[src/rtl/thor2021_decode_queue.sv]
// Thor2021 decode queue: buffers fetched words, fuses an EXI7/EXI23/EXI41
// postfix into the preceding immediate-capable instruction, and presents one
// registered decoded bundle per ready/valid handshake.
//
// Opcode map (ir[6:0]) understood by this stage:
//   02 R-type | 04..07 ADDI,SUBFI,MULI,SLTI | 08 ANDI | 09 ORI | 0A XORI
//   0B CHKI   | 14..17 ADDIL..SLTIL | 18 ANDIL | 19 ORIL | 1A XORIL
//   20 JMP    | 28..2F branches | 46 EXI7 | 48 EXI23 | 50 EXI41
//   60..67 loads | 70..77 stores
module thor2021_decode_queue #(
    parameter int DEPTH      = 8,
    parameter int IW         = 48,
    parameter int AW         = 32,
    parameter int PF_TIMEOUT = 15
) (
    input  logic                   clk_i,
    input  logic                   rst_ni,
    input  logic                   flush_i,
    input  logic                   fetch_valid_i,
    input  logic [IW-1:0]          fetch_ir_i,
    input  logic [AW-1:0]          fetch_pc_i,
    output logic                   fetch_ready_o,
    output logic                   dec_valid_o,
    input  logic                   dec_ready_i,
    output logic [IW-1:0]          dec_ir_o,
    output logic [AW-1:0]          dec_pc_o,
    output logic [63:0]            dec_imm_o,
    output logic                   dec_ext_o,
    output logic                   dec_orphan_o,
    output logic [5:0]             dec_ra_o,
    output logic [5:0]             dec_rb_o,
    output logic [5:0]             dec_rc_o,
    output logic [5:0]             dec_rt_o,
    output logic                   dec_rfwr_o,
    output logic                   dec_ld_o,
    output logic                   dec_st_o,
    output logic                   dec_jxx_o,
    output logic [$clog2(DEPTH):0] count_o
);
    localparam int PW = $clog2(DEPTH);
    localparam int CW = PW + 1;
    localparam int TW = $clog2(PF_TIMEOUT + 1);

    localparam logic [6:0] OP_R     = 7'h02;
    localparam logic [6:0] OP_ADDI  = 7'h04;
    localparam logic [6:0] OP_SLTI  = 7'h07;
    localparam logic [6:0] OP_ANDI  = 7'h08;
    localparam logic [6:0] OP_ORI   = 7'h09;
    localparam logic [6:0] OP_XORI  = 7'h0A;
    localparam logic [6:0] OP_CHKI  = 7'h0B;
    localparam logic [6:0] OP_ADDIL = 7'h14;
    localparam logic [6:0] OP_SLTIL = 7'h17;
    localparam logic [6:0] OP_ANDIL = 7'h18;
    localparam logic [6:0] OP_ORIL  = 7'h19;
    localparam logic [6:0] OP_XORIL = 7'h1A;
    localparam logic [6:0] OP_JMP   = 7'h20;
    localparam logic [6:0] OP_EXI7  = 7'h46;
    localparam logic [6:0] OP_EXI23 = 7'h48;
    localparam logic [6:0] OP_EXI41 = 7'h50;

    typedef enum logic [1:0] {S_EMPTY, S_RUN, S_WAIT} state_t;

    typedef struct packed {
        logic [IW-1:0] ir;
        logic [AW-1:0] pc;
        logic [63:0]   imm;
        logic          ext;
        logic          orphan;
        logic [5:0]    ra, rb, rc, rt;
        logic          rfwr, ld, st, jxx;
    } bundle_t;

    function automatic logic imm_cap(input logic [6:0] op);
        return (op >= OP_ADDI && op <= OP_CHKI) || (op >= OP_ADDIL && op <= OP_XORIL);
    endfunction

    function automatic logic is_pfx(input logic [6:0] op);
        return op == OP_EXI7 || op == OP_EXI23 || op == OP_EXI41;
    endfunction

    // Build a bundle from head word i and (when fused) its postfix x.
    function automatic bundle_t decode(input logic [IW-1:0] i, input logic [IW-1:0] x,
                                       input logic [AW-1:0] pc, input logic fuse);
        bundle_t    b;
        logic [6:0] op;
        logic       orphan, ld, st, jxx;
        op     = i[6:0];
        b      = '0;
        orphan = is_pfx(op);
        ld     = op[6:3] == 4'b1100;
        st     = op[6:3] == 4'b1110;
        jxx    = op == OP_JMP || op[6:3] == 4'b0101;
        b.ir     = i;
        b.pc     = pc;
        b.ext    = fuse;
        b.orphan = orphan;
        b.ra     = i[20:15];
        b.rb     = i[26:21];
        b.rc     = st  ? i[14:9] : i[34:29];
        b.rt     = jxx ? {4'd0, i[10:9]} : i[14:9];
        // A postfix with nothing to attach to issues as an inert bubble.
        if (!orphan) begin
            b.ld   = ld;
            b.st   = st;
            b.jxx  = jxx;
            b.rfwr = op == OP_R || ld || (imm_cap(op) && op != OP_CHKI);
            if (op >= OP_ADDI && op <= OP_SLTI)          b.imm = {{53{i[19]}}, i[19:9]};
            else if (op == OP_ANDI)                      b.imm = {{53{1'b1}}, i[19:9]};
            else if (op == OP_ORI || op == OP_XORI)      b.imm = {53'd0, i[19:9]};
            else if (op == OP_CHKI)                      b.imm = {{42{i[47]}}, i[47:29], i[11:9]};
            else if (op >= OP_ADDIL && op <= OP_SLTIL)   b.imm = {{41{i[43]}}, i[43:21]};
            else if (op == OP_ANDIL)                     b.imm = {{41{1'b1}}, i[43:21]};
            else if (op == OP_ORIL || op == OP_XORIL)    b.imm = {41'd0, i[43:21]};
            if (fuse) begin
                if (x[6:0] == OP_EXI7)       b.imm = {{34{x[15]}}, x[15:9], i[43:21]};
                else if (x[6:0] == OP_EXI23) b.imm = {{18{x[31]}}, x[31:9], i[43:21]};
                else                         b.imm = {x[47:9], i[43:21], x[1:0]};
            end
        end
        return b;
    endfunction

    logic [IW-1:0] ir_q [DEPTH];
    logic [AW-1:0] pc_q [DEPTH];
    logic [PW-1:0] wr_ptr_q, rd_ptr_q, nx_ptr;
    logic [CW-1:0] count_q, count_d;
    logic [TW-1:0] timer_q, timer_d;
    state_t        state_q, state_d;
    logic [IW-1:0] head_ir, next_ir;
    logic          head_cap, fuse, issuable, load, push, waiting;
    logic [1:0]    pop_n;
    logic          dec_valid_q;
    bundle_t       bun_q, bun_d;

    assign fetch_ready_o = count_q < CW'(DEPTH);
    assign count_o       = count_q;

    // Head inspection, issue decision, occupancy and postfix-wait bookkeeping.
    always_comb begin
        nx_ptr   = rd_ptr_q + PW'(1);
        head_ir  = ir_q[rd_ptr_q];
        next_ir  = ir_q[nx_ptr];
        head_cap = imm_cap(head_ir[6:0]);
        fuse     = (count_q >= CW'(2)) && head_cap && is_pfx(next_ir[6:0]);
        issuable = (count_q >= CW'(2)) ||
                   (count_q == CW'(1) && (!head_cap ||
                    (state_q == S_WAIT && timer_q == TW'(PF_TIMEOUT))));
        load     = (!dec_valid_q || dec_ready_i) && issuable;
        pop_n    = load ? (fuse ? 2'd2 : 2'd1) : 2'd0;
        push     = fetch_valid_i && fetch_ready_o && !flush_i;
        count_d  = count_q + CW'(push) - CW'(pop_n);
        waiting  = count_q == CW'(1) && head_cap && !push && !load;
        bun_d    = decode(head_ir, next_ir, pc_q[rd_ptr_q], fuse);
    end

    // Next state: a lone imm-capable head starts the postfix wait; any push
    // or issue leaves it and clears the timer.
    always_comb begin
        state_d = S_RUN;
        timer_d = '0;
        if (count_d == '0) begin
            state_d = S_EMPTY;
        end else if (waiting) begin
            state_d = S_WAIT;
            timer_d = (timer_q == TW'(PF_TIMEOUT)) ? timer_q : timer_q + TW'(1);
        end
    end

    // Queue pointers, occupancy, wait timer and state.
    always_ff @(posedge clk_i or negedge rst_ni) begin
        if (!rst_ni) begin
            wr_ptr_q <= '0;
            rd_ptr_q <= '0;
            count_q  <= '0;
            timer_q  <= '0;
            state_q  <= S_EMPTY;
        end else if (flush_i) begin
            wr_ptr_q <= '0;
            rd_ptr_q <= '0;
            count_q  <= '0;
            timer_q  <= '0;
            state_q  <= S_EMPTY;
        end else begin
            if (push) wr_ptr_q <= wr_ptr_q + PW'(1);
            rd_ptr_q <= rd_ptr_q + PW'(pop_n);
            count_q  <= count_d;
            timer_q  <= timer_d;
            state_q  <= state_d;
        end
    end

    // Entry storage; contents are meaningless outside the count window.
    always_ff @(posedge clk_i) begin
        if (push) begin
            ir_q[wr_ptr_q] <= fetch_ir_i;
            pc_q[wr_ptr_q] <= fetch_pc_i;
        end
    end

    // Output register: load on a free slot, hold while stalled, drop when taken.
    always_ff @(posedge clk_i or negedge rst_ni) begin
        if (!rst_ni) begin
            dec_valid_q <= 1'b0;
            bun_q       <= '0;
        end else if (flush_i) begin
            dec_valid_q <= 1'b0;
            bun_q       <= '0;
        end else if (load) begin
            dec_valid_q <= 1'b1;
            bun_q       <= bun_d;
        end else if (dec_ready_i) begin
            dec_valid_q <= 1'b0;
        end
    end

    assign dec_valid_o  = dec_valid_q;
    assign dec_ir_o     = bun_q.ir;
    assign dec_pc_o     = bun_q.pc;
    assign dec_imm_o    = bun_q.imm;
    assign dec_ext_o    = bun_q.ext;
    assign dec_orphan_o = bun_q.orphan;
    assign dec_ra_o     = bun_q.ra;
    assign dec_rb_o     = bun_q.rb;
    assign dec_rc_o     = bun_q.rc;
    assign dec_rt_o     = bun_q.rt;
    assign dec_rfwr_o   = bun_q.rfwr;
    assign dec_ld_o     = bun_q.ld;
    assign dec_st_o     = bun_q.st;
    assign dec_jxx_o    = bun_q.jxx;

endmodule

[config.mk]
export PLATFORM = sky130hd
export DESIGN_NAME = thor2021_decode_queue
export DESIGN_NICKNAME = d
export VERILOG_FILES = /design/src/rtl/thor2021_decode_queue.sv
export SDC_FILE = /design/constraint.sdc
export NUM_CORES = 1
export LEC_CHECK = 0
export ABC_AREA = 1
export BUFFER_PORTS_ARGS = -buffer_cell sky130_fd_sc_hd__buf_2
export CORE_UTILIZATION = 44
export DETAILED_ROUTE_END_ITERATION = 8
export GPL_TIMING_DRIVEN = 0
export PLACE_DENSITY_LB_ADDON = 0.08
export SKIP_CTS_REPAIR_TIMING = 1
export SYNTH_ARGS = -nofsm -noshare
export SYNTH_HDL_FRONTEND = slang
export SYNTH_SLANG_ARGS = --single-unit
[constraint.sdc]
create_clock -name clk_i -period 14.4 [get_ports clk_i]
set_input_delay 0 -clock clk_i [delete_from_list [all_inputs] [get_ports clk_i]]
set_output_delay 0 -clock clk_i [all_outputs]
set_load 0.05 [all_outputs]
# After elaboration in Yosys (flattened, before gate mapping)
# Memories as Yosys holds them, arrays and structs flattened.
# Index checks and enable logic that the tools add are counted.
# word_totals
ff_bits	191
mem_bits_rw	640
wordCells	129
mem_count	2
output_inout_bits	180
in_bits	85
# op_classes
n_reduce_logical	37
n_eq_ne	23
add_sub_neg	6
n_lt_le_gt_ge	8
mux	34
# memory_table
name	depth	width	read_ports	rd_ports_with_merged_regs	write_ports	line	rtl
ir_q	8	48	2	0	1	123	logic [IW-1:0] ir_q [DEPTH];
pc_q	8	32	1	0	1	124	logic [AW-1:0] pc_q [DEPTH];
# ops
op	n
$mux W64	10
$mux W174	2
$eq A7 B7 Y1 const B	6
$eq A7 B4 Y1 const B	4
$mux W4	6
$mux W23	1
$eq A7 B5 Y1 const B	3
$logic_and A1 B1 Y1	15
$le A7 B5 Y1 const B	2
$logic_or A1 B1 Y1	13
$eq A4 B4 Y1 const B	3
$mux W6	2
$mux W2	5
$mux W3	3
$eq A7 B2 Y1 const B	1
$eq A7 B6 Y1 const B	1
$ge A7 B3 Y1 const B	1
$ge A7 B5 Y1 const B	1
$le A7 B3 Y1 const B	1
$le A7 B4 Y1 const B	1
$ne A7 B4 Y1 const B	1
$add A3 B1 Y3 const B	2
$logic_not A1 Y1	5
$mux W1	5
other kinds (13)	14

# Depth between registers and ports, before layout
# An unclocked memory read counts as a cell.
# depth
depth_word	14
mapped_depth	26
ltp_nobuf	24

# Worst setup path before layout
# OpenSTA, ideal clock, no wires.
# synth_path
path_kind	reg2reg
start	reg count_q[3] (netlist: count_o[3])
end	mem ir_q[0][0], enable pin
path_buffers	0
path_slack_ps	9042
arrival_ps	4839
period_less_slack_ps	5358
setup_ps	519
required_time_ps	13881
stages_incl_launch_ff	6
cell_sequence	dfrtp_1 inv_1 nand2_1 nor2_1 nand2_1 nor2_1
# synth_via
elab_chain_cells	5
# synth_lines
element	line	rtl
start, declared	126	logic [CW-1:0] count_q, count_d;
start signal, assigned	186	count_q <= count_d;
$lt A4 B4 Y1	135	assign fetch_ready_o = count_q < CW'(DEPTH);
net fetch_ready_o	22	output logic fetch_ready_o,
$logic_and A1 B1 Y1 (2 in series)	150	push = fetch_valid_i && fetch_ready_o && !flush_i;
$mux W1	194	if (push) begin
$mux W1 (not written as such)	195	ir_q[wr_ptr_q] <= fetch_ir_i;
end, declared	123	
# The timed path passes the listed nets, and every way through them passes these cells.

# Worst setup path after layout
# layout_path
start	reg rd_ptr_q[0]
end	reg timer_q[0]
# layout_via
elab_chain_cells	14
elab_cells_between_ends	33
classes_between	add/sub: 2; order compare: 4; eq/ne: 4; mux: 5; reduce/logical: 17; memory: 1
# layout_lines
element	line	rtl
start, declared	125	logic [PW-1:0] wr_ptr_q, rd_ptr_q, nx_ptr;
start signal, assigned	185	rd_ptr_q <= rd_ptr_q + PW'(pop_n);
$mem_v2 Z8 W48 (*)	--	
$ge A7 B3 Y1, or another cell as far along	74	return (op >= OP_ADDI && op <= OP_CHKI) || (op >= OP_ADDIL && op <= OP_XORIL);
$logic_and A1 B1 Y1	74	
$logic_or A1 B1 Y1	74	
$logic_not A1 Y1	146	(count_q == CW'(1) && (!head_cap ||
$logic_or A1 B1 Y1	146	
$logic_and A1 B1 Y1	146	
$logic_or A1 B1 Y1	145	issuable = (count_q >= CW'(2)) ||
$logic_and A1 B1 Y1	148	load = (!dec_valid_q || dec_ready_i) && issuable;
$mux W2 or $logic_not A1 Y1 (tied branches)	149, 152	
$sub A4 B2 Y4 or $logic_and A1 B1 Y1 (tied branches)	151, 152	
$logic_not A4 Y1 or $mux W4 (tied branches)	161, 163	
$mux W4	161	if (count_d == '0) begin
$mux W4	177	end else if (flush_i) begin
end signal, assigned	187	timer_q <= timer_d;
end, declared	127	logic [TW-1:0] timer_q, timer_d;
# Mark *: on every way between the ends. The rest lies on a longest branch, timed or not.
# A chain may end at the register's enable or synchronous reset.

==> impl_metrics.csv <==
group,metric,value,unit
outcome,run_status,"finished, final reports clean",
critical_path,path_class,"register to register",
synth,synthAdderAreaFrac,0.00442,
floorplan,die_h,293,microns
sta,final-hold-violation-count,0,
sta,skew,0.0382,ns
sta,rsz0062_at_grt,"false",
synth,ys_ff_latch,817,
synth,yosysMostFrequentCell,"nand2_1",
sta,report.final.slew_viol_count,0,
hold_path,hold_depth,2,
synth,yosys_warnings,0,
sta,clock.fmax,0.188,GHz
clock_network,cts.clk_slew.worst_paths,0.06,ns
placement,dpl.hpwl,96900,microns
synth,synth_xor_area_frac,0.00114,
placement,io_buffer_count,264,
final_layout,stdcell_count,5425,
synth,synth_edf_count,640,
synth,netlist_instances,3737,
critical_path,rr_worst_depth,21,
critical_path,startpoint,"rd_ptr_q[0]$_DFF_PN0_",
final_layout,syn_to_final_growth,20.5,%
global_routing,grt_max_degree,115,
drt,drc_errors,0,
floorplan,die_area,86000,sq um
synth,synthTopCellsByArea,"edfxtp_1 (51%), dfrtp_1 (12%), nand2_1 (9.0%), o21ai_0 (5.3%), nand3_1 (3.8%)",
synth,synth_mux_area_frac,0,
floorplan,die_w,293,microns
global_routing,use_met1,0.434,
synth,syn_area_per_cell,9.99,sq um
critical_path,worstPathRequired,14.99,ns
drt,vias,31212,
drt,drt-vias-per-instance,5.75,
placement,placedCellCount,5168,
drt,antenna_left,0,
global_routing,grt_usage,0.315,
clock_network,cts-root-buf,"clkbuf_16",
critical_path,cp-start-kind,"register",
hold_path,hold_class,"input port to register",
clock_network,clock-sinks,817,
synth,syn-cell-area,37300,sq um
drt,finalWirelength,138000,microns
run,max_cap_violations,0,
critical_path,worst-path-max-fanout,10,
pwr,ir_drop,118,uV
final_layout,drive_gt1_frac,0.154,
clock_network,clockBufferDepth,3,
hold_path,hp-start,"fetch_pc_i[12]",
synth,synth_top_family_by_area,"simple AND/OR/NAND/NOR gates",
global_routing,grt.overflow.total,0,
pwr,power.leakage,18.4,nW
sta,fin_tns_setup,0,ns
synth,synth_commonest_cells,"nand2_1 (899), edfxtp_1 (640), o21ai_0 (398)",
synth,yosysTopAreaCell,"edfxtp_1",
floorplan,ios,265,
clock_network,cts_max_level,3,
global_routing,antenna_found_initial,4,
sta,finalSetupViolations,0,
clock_network,cts_tree,"built",
floorplan,start_util,0.445,
pwr,p_per_area,218,nW/um^2
global_routing,grt_pass1_wl,197000,microns
drt,drtPass1Iterations,6,
synth,async_flop_share,0.217,
sta,min_period_over_period,0.369,
clock_network,clock_latency,0.69,ns
synth,synthesis.nets,3834,
floorplan,core_area,83800,sq um
final_layout,final_util,0.537,
drt,avgRoutedWirePerCell,25.4,microns
synth,synth_seq_area_share,0.633,
synth,synth_top_area_share,0.515,
sta,relSlewSlack,0.0666,
synth,yosys.area_share.simple,0.164,
synth,synth_cell_types,47,
synth,ys.flop_type,"edfxtp_1",
global_routing,grt_pass1_vias,28840,
sta,fin_crit,5.31,ns
critical_path,r2r_start,"rd_ptr_q[0]$_DFF_PN0_",
global_routing,met2_usage,0.489,
critical_path,cp.arrival,5.90,ns
global_routing,use_met3,0.0669,
critical_path,endpoint_kind,"register",
drt,dr.first_iter.drc_count,4091,
final_layout,final_nets,4312,
global_routing,grt_most_used_layer,"met2",
clock_network,numCtsBuffers,91,
sta,worst-slew-pin-transition,1.40,ns
synth,synth_compound_area_frac,0.138,
placement,gp_congestion,0.971,
floorplan,rows,106,
[registers in the layout, indices dropped and copies added, names as in the netlist, 4 cells and up]
| signal | flops |
|---|---|
| count_o | 4 |
| dec_imm_o | 64 |
| dec_ir_o | 48 |
| dec_pc_o | 32 |
| dec_rc_o | 6 |
| dec_rt_o | 4 |
| ir_q | 384 |
| pc_q | 256 |
| timer_q | 4 |
[cell type report]
class | instances | area [sq um]
clock inverter | 51 | 699
multi-input combinational | 2436 | 11600
inverter | 206 | 773
clock buffer | 116 | 2480
tap | 1134 | 1420
timing repair buffer | 385 | 3000
fill | 7541 | 38800
buffer | 278 | 1420
antenna | 2 | 5.00
sequential | 817 | 23600
[kinds of logic after synthesis]
group / count (synthesis)
flip-flops: 817
AND/OR/NAND/NOR: 1500
adder cells (fa/ha/maj): 12
AO/OA/AOI/OAI: 920
XOR/XNOR: 4
buffers and inverters: 484
[final timing paths]
kind	to	slack, ns
worst max register to register	timer_q[0]$_DFFE_PN0P_	9.09
max in group asynchronous	dec_imm_o[49]$_DFFE_PN0P_	13.35
worst min register to register	dec_rt_o[2]$_DFFE_PN0P_	0.47
worst min-delay path	pc_q[0][12]$_DFFE_PP_	0.13
min in group asynchronous	timer_q[3]$_DFFE_PN0P_	0.45
worst max-delay path	timer_q[0]$_DFFE_PN0P_	9.09
[where the power goes]
group          total, W  internal [W]  leakage, nW  switching, W
clock network   0.00244       0.00143         1.55       0.00101
logic           0.00450       0.00110         8.69       0.00340
registers       0.00286       0.00273         8.17      0.000128
[worst max-delay path: stages, from the launching register on]
cell and delay, ns:
dfrtp_1 0.45, ha_1 0.35, inv_1 0.07, clkbuf_1 0.57
nand3_1 0.17, nand3_1 0.18, nand3_1 0.15, nor2_4 0.25
nand2_1 0.22, nand3_1 0.16, nand2_2 0.19, inv_2 0.25
buf_2 0.33, nor2_1 0.14, ha_1 0.29, inv_1 0.04
ha_1 0.20, fa_1 0.55, nor2_1 0.05, a31oi_1 0.21
nand3_1 0.21, a21oi_1 0.16
[per-layer routing]
metal	routed length, microns	part of all wire	vias up
met3	14700	0.11	311
met2	62200	0.45	1834
li1	-	-	13956
met4	4870	0.035	6
met1	56100	0.41	15105
met5	35	0.00025	-
[cells in the final DEF, fill, tap and decap left out, drive strengths merged, types with 2 or more instances in the layout]
cell,count
nand2,925
edfxtp,640
o21ai,485
buf,461
nand3,281
nor2,273
a21oi,245
clkbuf,231
inv,208
dfrtp,177
dlygate4sd3,87
o22ai,43
o221ai,36
clkinv,36
o211ai,35
a31oi,35
a211oi,16
a31o,16
bufinv,11
ha,10
and2,6
and3,6
a221oi,5
xnor2,3
nor3,3
nand4,3
diode,2
or2,2
a22oi,2
fa,2
clkinvlp,2
[stage by stage]
stage               instance area, sq um  hold slack [ns]  worst slack (ns)  power [W]
detailed placement                 40900           0.0176              9.13    0.00722
global route                       45000            0.118              8.73     0.0102
CTS                                44100           -0.687              9.13    0.00965
finish                             45000            0.127              9.09    0.00980
global placement                   40100            0.273              5.03    0.00719
floorplan                          37300           -0.296              9.04    0.00555
(Power assumes the default switching activity.)
